## src/rtl/stopwatch_pkg.sv

```systemverilog
// stopwatch_pkg: shared state encoding, clock constant and prescaler divide helper
package stopwatch_pkg;
    typedef enum logic [1:0] {IDLE, RUN, PAUSE, EXPIRED} state_t;
    localparam int DEFAULT_CLK_HZ = 5_000_000;
    function automatic int calc_div(input int clk_hz, input int ticks_per_sec);
        return clk_hz / ticks_per_sec;
    endfunction
endpackage

```

## src/rtl/stopwatch_timer_if.sv

```systemverilog
// stopwatch_timer_if: button pulses and preset in, live/display counts and status out
interface stopwatch_timer_if #(parameter int SEC_W = 10, parameter int SUB_W = 4);
    logic             start_stop;
    logic             lap;
    logic             clear;
    logic             mode_down;
    logic             load;
    logic [SEC_W-1:0] load_sec;
    logic [SEC_W-1:0] sec;
    logic [SUB_W-1:0] sub;
    logic [SEC_W-1:0] disp_sec;
    logic [SUB_W-1:0] disp_sub;
    logic             running;
    logic             lap_hold;
    logic             wrap;
    logic             expired;
    modport master (
        output start_stop, lap, clear, mode_down, load, load_sec,
        input  sec, sub, disp_sec, disp_sub, running, lap_hold, wrap, expired
    );
    modport slave (
        input  start_stop, lap, clear, mode_down, load, load_sec,
        output sec, sub, disp_sec, disp_sub, running, lap_hold, wrap, expired
    );
endinterface

```

## src/rtl/stopwatch_timer_prescaler.sv

```systemverilog
// tick_prescaler: divides clk by DIV while enabled, holding its partial count when disabled
module tick_prescaler #(parameter int DIV = 10) (
    input  logic clk,
    input  logic reset,
    input  logic en,
    input  logic clr,
    output logic tick
);
    localparam int CW = DIV > 1 ? $clog2(DIV) : 1;
    localparam logic [CW-1:0] LAST = CW'(DIV - 1);
    logic [CW-1:0] cnt_q, cnt_d;
    always_comb begin
        tick  = en && cnt_q == LAST;
        cnt_d = clr ? '0 : tick ? '0 : en ? cnt_q + 1'b1 : cnt_q;
    end
    always_ff @(posedge clk) begin
        if (reset) cnt_q <= '0;
        else       cnt_q <= cnt_d;
    end
endmodule

```

## src/rtl/stopwatch_timer.sv

```systemverilog
// stopwatch_timer: run/pause stopwatch with lap freeze, count-down expiry, preset load and wrap pulse
module stopwatch_timer
    import stopwatch_pkg::*;
#(
    parameter int CLK_HZ        = DEFAULT_CLK_HZ,
    parameter int TICKS_PER_SEC = 10,
    parameter int SEC_MAX       = 999,
    parameter int SEC_W         = 10,
    parameter int SUB_W         = 4
) (
    input  logic              clk,
    input  logic              reset,
    stopwatch_timer_if.slave  bus
);
    localparam int DIV = calc_div(CLK_HZ, TICKS_PER_SEC);
    localparam logic [SEC_W-1:0] SEC_TOP = SEC_W'(SEC_MAX);
    localparam logic [SUB_W-1:0] SUB_TOP = SUB_W'(TICKS_PER_SEC - 1);
    state_t           state_q, state_d;
    logic [SEC_W-1:0] sec_q, sec_d, cap_sec_q, cap_sec_d, sec_nxt;
    logic [SUB_W-1:0] sub_q, sub_d, cap_sub_q, cap_sub_d, sub_nxt;
    logic             lap_hold_q, lap_hold_d, wrap_q, wrap_d, mode_q, mode_d;
    logic             tick, sub_end, step_wrap;
    tick_prescaler #(.DIV(DIV)) u_prescaler (
        .clk   (clk),
        .reset (reset),
        .en    (state_q == RUN),
        .clr   (state_q == IDLE || bus.clear),
        .tick  (tick)
    );
    // Value the live count takes on a tick, in the latched direction
    always_comb begin
        sub_end   = sub_q == SUB_TOP;
        step_wrap = !mode_q && sub_end && sec_q == SEC_TOP;
        sub_nxt   = mode_q ? (sub_q == '0 ? SUB_TOP : sub_q - 1'b1)
                           : (sub_end ? '0 : sub_q + 1'b1);
        sec_nxt   = mode_q ? (sub_q == '0 ? sec_q - 1'b1 : sec_q)
                           : (sub_end ? (step_wrap ? '0 : sec_q + 1'b1) : sec_q);
    end
    always_comb begin
        state_d    = state_q;
        sec_d      = sec_q;
        sub_d      = sub_q;
        cap_sec_d  = cap_sec_q;
        cap_sub_d  = cap_sub_q;
        lap_hold_d = lap_hold_q;
        mode_d     = mode_q;
        wrap_d     = 1'b0;
        if (bus.clear) begin
            state_d    = IDLE;
            sec_d      = '0;
            sub_d      = '0;
            lap_hold_d = 1'b0;
        end else begin
            case (state_q)
                IDLE: begin
                    if (bus.load) begin
                        sec_d = bus.load_sec > SEC_TOP ? SEC_TOP : bus.load_sec;
                        sub_d = '0;
                    end else if (bus.start_stop && !(bus.mode_down && sec_q == '0 && sub_q == '0)) begin
                        state_d = RUN;
                        mode_d  = bus.mode_down;
                    end
                end
                RUN: begin
                    if (tick) begin
                        sec_d  = sec_nxt;
                        sub_d  = sub_nxt;
                        wrap_d = step_wrap;
                    end
                    // A tick reaching 0.0 in down mode expires even if start_stop arrives alongside
                    if (tick && mode_q && sec_nxt == '0 && sub_nxt == '0) begin
                        state_d    = EXPIRED;
                        lap_hold_d = 1'b0;
                    end else if (bus.start_stop) begin
                        state_d = PAUSE;
                    end else if (bus.lap) begin
                        lap_hold_d = !lap_hold_q;
                        if (!lap_hold_q) begin
                            cap_sec_d = sec_q;
                            cap_sub_d = sub_q;
                        end
                    end
                end
                PAUSE: begin
                    if (bus.start_stop) state_d = RUN;
                    else if (bus.lap)   lap_hold_d = 1'b0;
                end
                default: ;
            endcase
        end
    end
    always_ff @(posedge clk) begin
        if (reset) begin
            state_q    <= IDLE;
            sec_q      <= '0;
            sub_q      <= '0;
            cap_sec_q  <= '0;
            cap_sub_q  <= '0;
            lap_hold_q <= 1'b0;
            wrap_q     <= 1'b0;
            mode_q     <= 1'b0;
        end else begin
            state_q    <= state_d;
            sec_q      <= sec_d;
            sub_q      <= sub_d;
            cap_sec_q  <= cap_sec_d;
            cap_sub_q  <= cap_sub_d;
            lap_hold_q <= lap_hold_d;
            wrap_q     <= wrap_d;
            mode_q     <= mode_d;
        end
    end
    assign bus.sec      = sec_q;
    assign bus.sub      = sub_q;
    assign bus.disp_sec = lap_hold_q ? cap_sec_q : sec_q;
    assign bus.disp_sub = lap_hold_q ? cap_sub_q : sub_q;
    assign bus.running  = state_q == RUN;
    assign bus.lap_hold = lap_hold_q;
    assign bus.wrap     = wrap_q;
    assign bus.expired  = state_q == EXPIRED;
endmodule

```

## src/flat_wrapper.sv

```systemverilog
// flat-port wrapper written by rule: the top's interface ports become plain ports
module stopwatch_timer_flat import stopwatch_pkg::*;
#(
    parameter int CLK_HZ        = DEFAULT_CLK_HZ,
    parameter int TICKS_PER_SEC = 10,
    parameter int SEC_MAX       = 999,
    parameter int SEC_W         = 10,
    parameter int SUB_W         = 4
)
  (clk, reset, bus_start_stop, bus_lap, bus_clear, bus_mode_down, bus_load, bus_load_sec, bus_sec, bus_sub, bus_disp_sec, bus_disp_sub, bus_running, bus_lap_hold, bus_wrap, bus_expired);
  stopwatch_timer_if #(.SEC_W(SEC_W), .SUB_W(SUB_W)) bus_i ();
  input  logic clk;
  input  logic reset;
  input wire logic [$bits(bus_i.start_stop)-1:0] bus_start_stop;
  input wire logic [$bits(bus_i.lap)-1:0] bus_lap;
  input wire logic [$bits(bus_i.clear)-1:0] bus_clear;
  input wire logic [$bits(bus_i.mode_down)-1:0] bus_mode_down;
  input wire logic [$bits(bus_i.load)-1:0] bus_load;
  input wire logic [$bits(bus_i.load_sec)-1:0] bus_load_sec;
  output wire logic [$bits(bus_i.sec)-1:0] bus_sec;
  output wire logic [$bits(bus_i.sub)-1:0] bus_sub;
  output wire logic [$bits(bus_i.disp_sec)-1:0] bus_disp_sec;
  output wire logic [$bits(bus_i.disp_sub)-1:0] bus_disp_sub;
  output wire logic [$bits(bus_i.running)-1:0] bus_running;
  output wire logic [$bits(bus_i.lap_hold)-1:0] bus_lap_hold;
  output wire logic [$bits(bus_i.wrap)-1:0] bus_wrap;
  output wire logic [$bits(bus_i.expired)-1:0] bus_expired;
  assign bus_i.start_stop = bus_start_stop;
  assign bus_i.lap = bus_lap;
  assign bus_i.clear = bus_clear;
  assign bus_i.mode_down = bus_mode_down;
  assign bus_i.load = bus_load;
  assign bus_i.load_sec = bus_load_sec;
  assign bus_sec = bus_i.sec;
  assign bus_sub = bus_i.sub;
  assign bus_disp_sec = bus_i.disp_sec;
  assign bus_disp_sub = bus_i.disp_sub;
  assign bus_running = bus_i.running;
  assign bus_lap_hold = bus_i.lap_hold;
  assign bus_wrap = bus_i.wrap;
  assign bus_expired = bus_i.expired;
  stopwatch_timer #(.CLK_HZ(CLK_HZ), .TICKS_PER_SEC(TICKS_PER_SEC), .SEC_MAX(SEC_MAX), .SEC_W(SEC_W), .SUB_W(SUB_W)) u_core (.clk(clk), .reset(reset), .bus(bus_i));
endmodule
```

## config.mk

```make
export PLATFORM = sky130hd
export DESIGN_NAME = stopwatch_timer_flat
export DESIGN_NICKNAME = d
export VERILOG_FILES = /design/src/rtl/stopwatch_pkg.sv /design/src/rtl/stopwatch_timer_if.sv /design/src/rtl/stopwatch_timer_prescaler.sv /design/src/rtl/stopwatch_timer.sv /design/src/flat_wrapper.sv
export SDC_FILE = /design/constraint.sdc
export NUM_CORES = 1
export LEC_CHECK = 0
export CORE_MARGIN = 3
export CORE_UTILIZATION = 54
export CTS_CLUSTER_DIAMETER = 60
export DETAILED_ROUTE_END_ITERATION = 16
export GPL_TIMING_DRIVEN = 0
export PLACE_DENSITY_LB_ADDON = 0.1
export SLEW_MARGIN = 20
export SYNTH_ARGS = -nofsm -noshare
export SYNTH_HDL_FRONTEND = slang
export SYNTH_SLANG_ARGS = --single-unit
export TNS_END_PERCENT = 100
```

## constraint.sdc

```tcl
create_clock -name clk -period 3.1 [get_ports clk]
set_input_delay 0.62 -clock clk [delete_from_list [all_inputs] [get_ports clk]]
set_output_delay 0.62 -clock clk [all_outputs]
set_load 0.01 [all_outputs]
```

* Word-level counts from Yosys, hierarchy flattened
Index checks and enable logic that the tools add are counted. Widths: inputs -> output; s select.
Operators by class: $add $sub $neg 5, order comparisons 1, equal/unequal tests 16, multiplexer cells 28, bitwise operators 6, reductions and logical operators 29
Operators with widths (count):
- $mux 10 | 8
- $mux 4 | 6
- $logic_not 10->1 | 2
- $pmux 10 s2 | 1
- $add 19x1->19 const B | 1
- $eq 19x19->1 const B | 1
- $reduce_and 5->1 | 3
- $ne 2x2->1 const B | 6
- $add 10x1->10 const B | 1
- $eq 10x10->1 const B | 1
- $gt 10x10->1 const B | 1
- $mux 2 | 5
- $sub 10x1->10 const B | 1
- $logic_and 1x1->1 | 9
- $ne 3x2->1 const B | 3
- $logic_not 4->1 | 2
- $pmux 4 s2 | 1
- $not 1->1 | 6
- $pmux 2 s3 | 1
- $mux 1 | 5
- $add 4x1->4 const B | 1
- $eq 2x2->1 const B | 2
- $eq 4x4->1 const B | 1
- $reduce_and 4->1 | 1
- 13 further kinds | 16
Storage, ports and cells: register bits after elaboration 52, bits of input ports 17, output and inout port bits 32, logic and storage cells 94

* Longest topological paths before layout
Gate-level depths: netlist of run 1.
depth after elaboration 11, gate-level depth with buffers 11, mapped depth without buffers 10

* Hierarchy
A second synthesis of run 1 with hierarchy kept.
Second synthesis, totals: cells, all modules 433, area total of the unflattened synthesis 3444.6 sq um
By module, submodules not included:
- stopwatch_timer | times used 1, cells an instance 328, area an instance 2506.2 sq um, seq. area each 660.6 sq um
- tick_prescaler | times used 1, cells an instance 105, area an instance 938.4 sq um, seq. area each 380.4 sq um

* Worst setup path after synthesis of run 1
OpenSTA, ideal clock, no wires.
path kind flip-flop to flip-flop, from register u_core.sub_q[2], in the netlist u_core.bus.sub[2], to register u_core.cap_sec_q[8], setup time 0.144 ns, arrival 2.516 ns, data required time 2.956 ns, path slack 0.439 ns, cell stages (with the launch flop) 12, path buffers 3, clock period less this slack 2.661 ns, cell sequence dfxtp_1 buf_6 or4_1 buf_2 o32ai_1 xor2_1 nor4_1 nand3_1 o41a_1 buf_2 a21oi_1 a211oi_2
Between the ends: word-level cells in the longest chain between the ends 11, elaborated cells on any way between the ends 19, those cells by class add/sub (2); eq/ne (1); mux (7); bitwise (1); reduce/logical (8)
Ends and longest elaborated chain:
- start, declared | line stopwatch_timer.sv:20 | logic [SUB_W-1:0] sub_q, sub_d, cap_sub_q, cap_sub_d, sub_nxt;
- start signal, assigned | line stopwatch_timer.sv:105 | sub_q <= sub_d;
- $eq 4x4->1 | line stopwatch_timer.sv:32 | sub_end = sub_q == SUB_TOP;
- $logic_and 1x1->1 (2 in series) | line stopwatch_timer.sv:33 | step_wrap = !mode_q && sub_end && sec_q == SEC_TOP;
- $mux 10 (2 in series) | line stopwatch_timer.sv:37 | : (sub_end ? (step_wrap ? '0 : sec_q + 1'b1) : sec_q);
- $mux 10 | line stopwatch_timer.sv:36 | sec_nxt = mode_q ? (sub_q == '0 ? sec_q - 1'b1 : sec_q)
- $logic_not 10->1 | line stopwatch_timer.sv:71 | if (tick && mode_q && sec_nxt == '0 && sub_nxt == '0) begin
- $logic_and 1x1->1 | line stopwatch_timer.sv:71
- $logic_and 1x1->1 (*) | line stopwatch_timer.sv:71
- $not 1->1 (no line) (*)
- $reduce_and 5->1 (no line) (*)
- end signal, assigned | line stopwatch_timer.sv:106 | cap_sec_q <= cap_sec_d;
- end, declared | line stopwatch_timer.sv:19 | logic [SEC_W-1:0] sec_q, sec_d, cap_sec_q, cap_sec_d, sec_nxt;
Every way passes the cells marked *; elsewhere a longest branch is shown, timed or not. A chain may end at the register's enable or synchronous reset.

* Worst setup path in the final report of run 1
from register u_core.sec_q[3], in the netlist u_core.bus.sec[3], to register u_core.cap_sec_q[4]
Between the ends: word-level cells in the longest chain between the ends 10, elaborated cells on any way between the ends 13, those cells by class add/sub (2); eq/ne (1); mux (4); bitwise (1); reduce/logical (5)
Ends and longest elaborated chain:
- start, declared | line stopwatch_timer.sv:19
- start signal, assigned | line stopwatch_timer.sv:95 | sec_q <= '0;
- start signal, assigned | line stopwatch_timer.sv:104 | sec_q <= sec_d;
- parallel branches: the longest is 4 deep, another holds $add 10x1->10
- $mux 10 (*) | line stopwatch_timer.sv:36
- $logic_not 10->1 (*) | line stopwatch_timer.sv:71
- $logic_and 1x1->1 (*) (2 in series) | line stopwatch_timer.sv:71
- $not 1->1 (no line) (*)
- $reduce_and 5->1 (no line) (*)
Mark *: on every way between the ends.

==> flow_metrics.env, run 1 <==
export IMPL_run_status="finished, final reports clean"
export IMPL_core_area_um2=5642
export IMPL_via_count=3218
export IMPL_critPathLaunchType="register"
export IMPL_fillCellCount=478
export IMPL_antenna_found_initial=0
export IMPL_synth_fp_nets=430
export IMPL_required_ns=3.32
export IMPL_worst_hold_slack_ns=0.5186
export IMPL_fin_crit_sh_pct=98.59
export IMPL_clock_skew_ns=0.01659
export IMPL_synth_cell_area_um2=3237
export IMPL_p_leak_uw=0.001392
export IMPL_wl_met2_mm=4.545
export IMPL_die_area_um2=6959
export IMPL_finalHoldViolations=0
export IMPL_clkSinkCount=52
export IMPL_crit_reg2reg_launch="u_core.bus.sec[3]$_SDFFE_PP0P_"
export IMPL_clock_latency_ns=0.31
export IMPL_maxUsedRoutingLayer="met4"
export IMPL_pwr_share_comb_pct=17.9
export IMPL_ys_types=57
export IMPL_synth_main_ff_cell="dfxtp_1"
export IMPL_cts_hold_buf=0
export IMPL_max_cap_violations=0
export IMPL_nets=488
export IMPL_yosysTopAreaCell="dfxtp_1"
export IMPL_postRouteAntennaNets=0
export IMPL_worstPathMaxFanout=10
export IMPL_hold_start="u_core.u_prescaler.cnt_q[3]$_SDFFE_PP0P_"
export IMPL_via_per_inst=5.993
export IMPL_wl_met3_um=392
export IMPL_syn_avg_cell_area_um2=7.973
export IMPL_syn_inst=406
export IMPL_startpoint="u_core.bus.sec[3]$_SDFFE_PP0P_"
export IMPL_drt_initial_drc_count=147
export IMPL_wl_mm=9.044
export IMPL_crit_type="register to register"
export IMPL_die_w_um=83.42
export IMPL_clkTransAtPathRegs_ns=0.10
export IMPL_design_power_total_uw=1528
export IMPL_tritoncts="built"
export IMPL_cts_buffers=5
export IMPL_drive_above_1_share_pct=12.47
export IMPL_cp_end_kind="register"
export IMPL_syn2layout_area_growth_pct=24.89
export IMPL_overflow=0
export IMPL_synth_seq_cells=52
export IMPL_period_minus_slack_ns=3.056
export IMPL_p_per_area_nw_per_um2=378.1
export IMPL_grt_max_degree=18
export IMPL_synth_async_reset_ratio_pct=0
export IMPL_routedWlPerCell_um=16.84
export IMPL_clockRootBuffer="clkbuf_8"
export IMPL_cell_internal_pwr_uw=1122
export IMPL_p_clk_share_pct=36.5
export IMPL_slew_headroom_pct=53.02
export IMPL_hp_class="register to register"
export IMPL_arrival_ns=3.27
export IMPL_grt_pass1_vias=3090
export IMPL_die_height_um=83.42
export IMPL_r2r_setup_slack_ns=0.04
export IMPL_drc=0
export IMPL_grt_pass1_wl_mm=14.70
export IMPL_swShare_pct=26.61
export IMPL_initial_core_util_pct=57.37
export IMPL_max_freq_ghz=0.3272
export IMPL_yosysSeqAreaShare_pct=32.16
export IMPL_portBuffers=47
export IMPL_clockBufferDepth=2
export IMPL_ir_drop_uv=290.5
export IMPL_io_pins=49
export IMPL_yosysWarnings=0
export IMPL_synth_top_cell_area_share_pct=32.16
export IMPL_power_frac_seq_pct=45.6
export IMPL_place_hpwl_mm=6.656
export IMPL_gr_usage_all_layers_pct=25.19
export IMPL_diodes=0
export IMPL_h_tree_depth=2
export IMPL_gp_congestion=0.9567
export IMPL_drt_met1_wl_mm=3.964
export IMPL_row_count=27
export IMPL_worst_pin_slew_ns=0.7048
export IMPL_drtPass1Iterations=4
export IMPL_finalSetupViolations=0
export IMPL_slew_viol_final=0
export IMPL_synth_edff_count=0
export IMPL_synthTopCellsByArea="dfxtp_1 (32%), nor2_1 (5.2%), a21oi_1 (5.1%), xor2_1 (4.6%), a211oi_2 (3.9%)"
export IMPL_switchingPower_uw=406.8
==> cell usage in the layout (no fill, tap or decap), types with 4 or more instances in the layout <==
cell	instances
a211oi_1	15
o21ai_0	12
nor2b_1	4
inv_1	17
o21ai_1	4
a21oi_1	30
and3_1	5
nand3_1	10
clkbuf_1	14
clkdlybuf4s50_1	47
a31oi_1	4
xor2_1	17
nor3_1	19
clkbuf_8	5
or3_1	4
nor4b_1	4
nand2_1	33
a211oi_2	10
nand4_1	9
ha_1	7
nor2_1	45
buf_4	8
xnor2_1	11
dfxtp_1	52
nor4_1	6
mux2_2	8
==> kinds of logic (layout without fill, tap and decap cells) <==
kind of cell,Yosys count,in the layout,share of synthesized area (%)
compound gates,103,103,22.85
xor+xnor,28,28,7.576
fa+ha+maj,7,7,2.706
buf+inv,47,106,6.301
flops,52,52,32.16
mux,10,10,3.402
simple gates,159,159,25.01
==> cells in the mapped netlist, drive strengths merged, types with 2 or more instances <==
library cell and number:
buf 12, ha 7, o41ai 2, a21oi 33, nor3 19, inv 17
a221oi 2, nand2 33, o21ai 16, mux2i 2, nand4 9, a211oi 25
xnor2 11, nor4b 4, a31oi 4, nand2b 3, nor2 45, mux2 8
nor2b 4, or2 3, and3 5, a2bb2oi 2, and4 2, clkbuf 17
nor4 10, a21o 2, xor2 17, o311ai 3, or3 4, or4 3
o21a 3, o31ai 2, nand3 10, dfxtp 52
==> worst max-delay path, stage by stage (launching register included) <==
cell,delay (ns)
dfxtp_1,0.32
buf_2,0.19
or3b_4,0.42
nor4_4,0.42
buf_4,0.18
o311ai_1,0.10
o21ai_1,0.18
nand4_1,0.21
o41a_1,0.41
buf_6,0.17
buf_6,0.16
a211oi_2,0.21
==> flip-flops by register name (all words and copies together) (netlist names) <==
| name | flops |
|---|---|
| u_core.bus.wrap | 1 |
| u_core.mode_q | 1 |
| u_core.state_q | 2 |
| u_core.bus.sec | 10 |
| u_core.cap_sub_q | 4 |
| u_core.u_prescaler.cnt_q | 19 |
| u_core.bus.lap_hold | 1 |
| u_core.cap_sec_q | 10 |
| u_core.bus.sub | 4 |
==> cell type report <==
| cell class | instances | area (µm²) | area share (%) |
|---|---|---|---|
| multi-input combinational | 307 | 2053 | 50.79 |
| sequential | 52 | 1041 | 25.75 |
| timing repair buffer | 53 | 515.5 | 12.75 |
| buffer | 27 | 137.6 | 3.405 |
| tap | 72 | 90.09 | 2.228 |
| clock buffer | 5 | 68.82 | 1.702 |
| clock inverter | 3 | 68.82 | 1.702 |
| inverter | 18 | 67.56 | 1.671 |
==> power groups by stage <==
stage | logic [µW] | registers [µW] | clock network (µW)
after floorplan | 157 | 706 | 0
after global placement | 251 | 707 | 0
after detailed placement | 256 | 707 | 0
after CTS | 260 | 692 | 565
after global routing | 294 | 699 | 588
final | 274 | 698 | 557
==> final timing paths <==
path                                         endpoint  cells past startpoint
max                  u_core.cap_sec_q[4]$_SDFFE_PP0P_                     11
min reg2reg  u_core.u_prescaler.cnt_q[3]$_SDFFE_PP0P_                      2
max reg2reg          u_core.cap_sec_q[4]$_SDFFE_PP0P_                     11
min          u_core.u_prescaler.cnt_q[3]$_SDFFE_PP0P_                      2
==> stage by stage <==
step	util, %	TNS (ns)	area [µm²]	instances	worst slack [ns]
6_report	71.66	0	4043	537	0.04377
4_1_cts	70.19	0	3960	534	0.004929
2_1_floorplan	-	0	3237	406	0.4391
5_1_grt	71.66	-0.1728	4043	537	-0.03687
3_5_place_dp	67.31	-0.4642	3797	525	-0.06707
3_3_place_gp	67.31	-0.07669	3797	525	-0.01547
==> layer usage <==
layer,GRT usage (%),vias to the layer above
li1,-,1583
met1,31.88,1529
met2,44.24,91
met3,4.365,15
met4,6.433,0
met5,0,-
==> repair_timing <==
action / CTS / global route
pin swaps: 0 / 4
gates resized for setup: 4 / 18
setup endpoints to repair: 11 / 16
setup buffers: 1 / 5
Power figures use the tool's default switching activity.
==> inputs of run 2 (changes only) <==
Settings changed: SKIP_LAST_GASP set to 1.
==> results of run 2 <==
The final DEF is identical to that of run 1; final timing and power are the same.
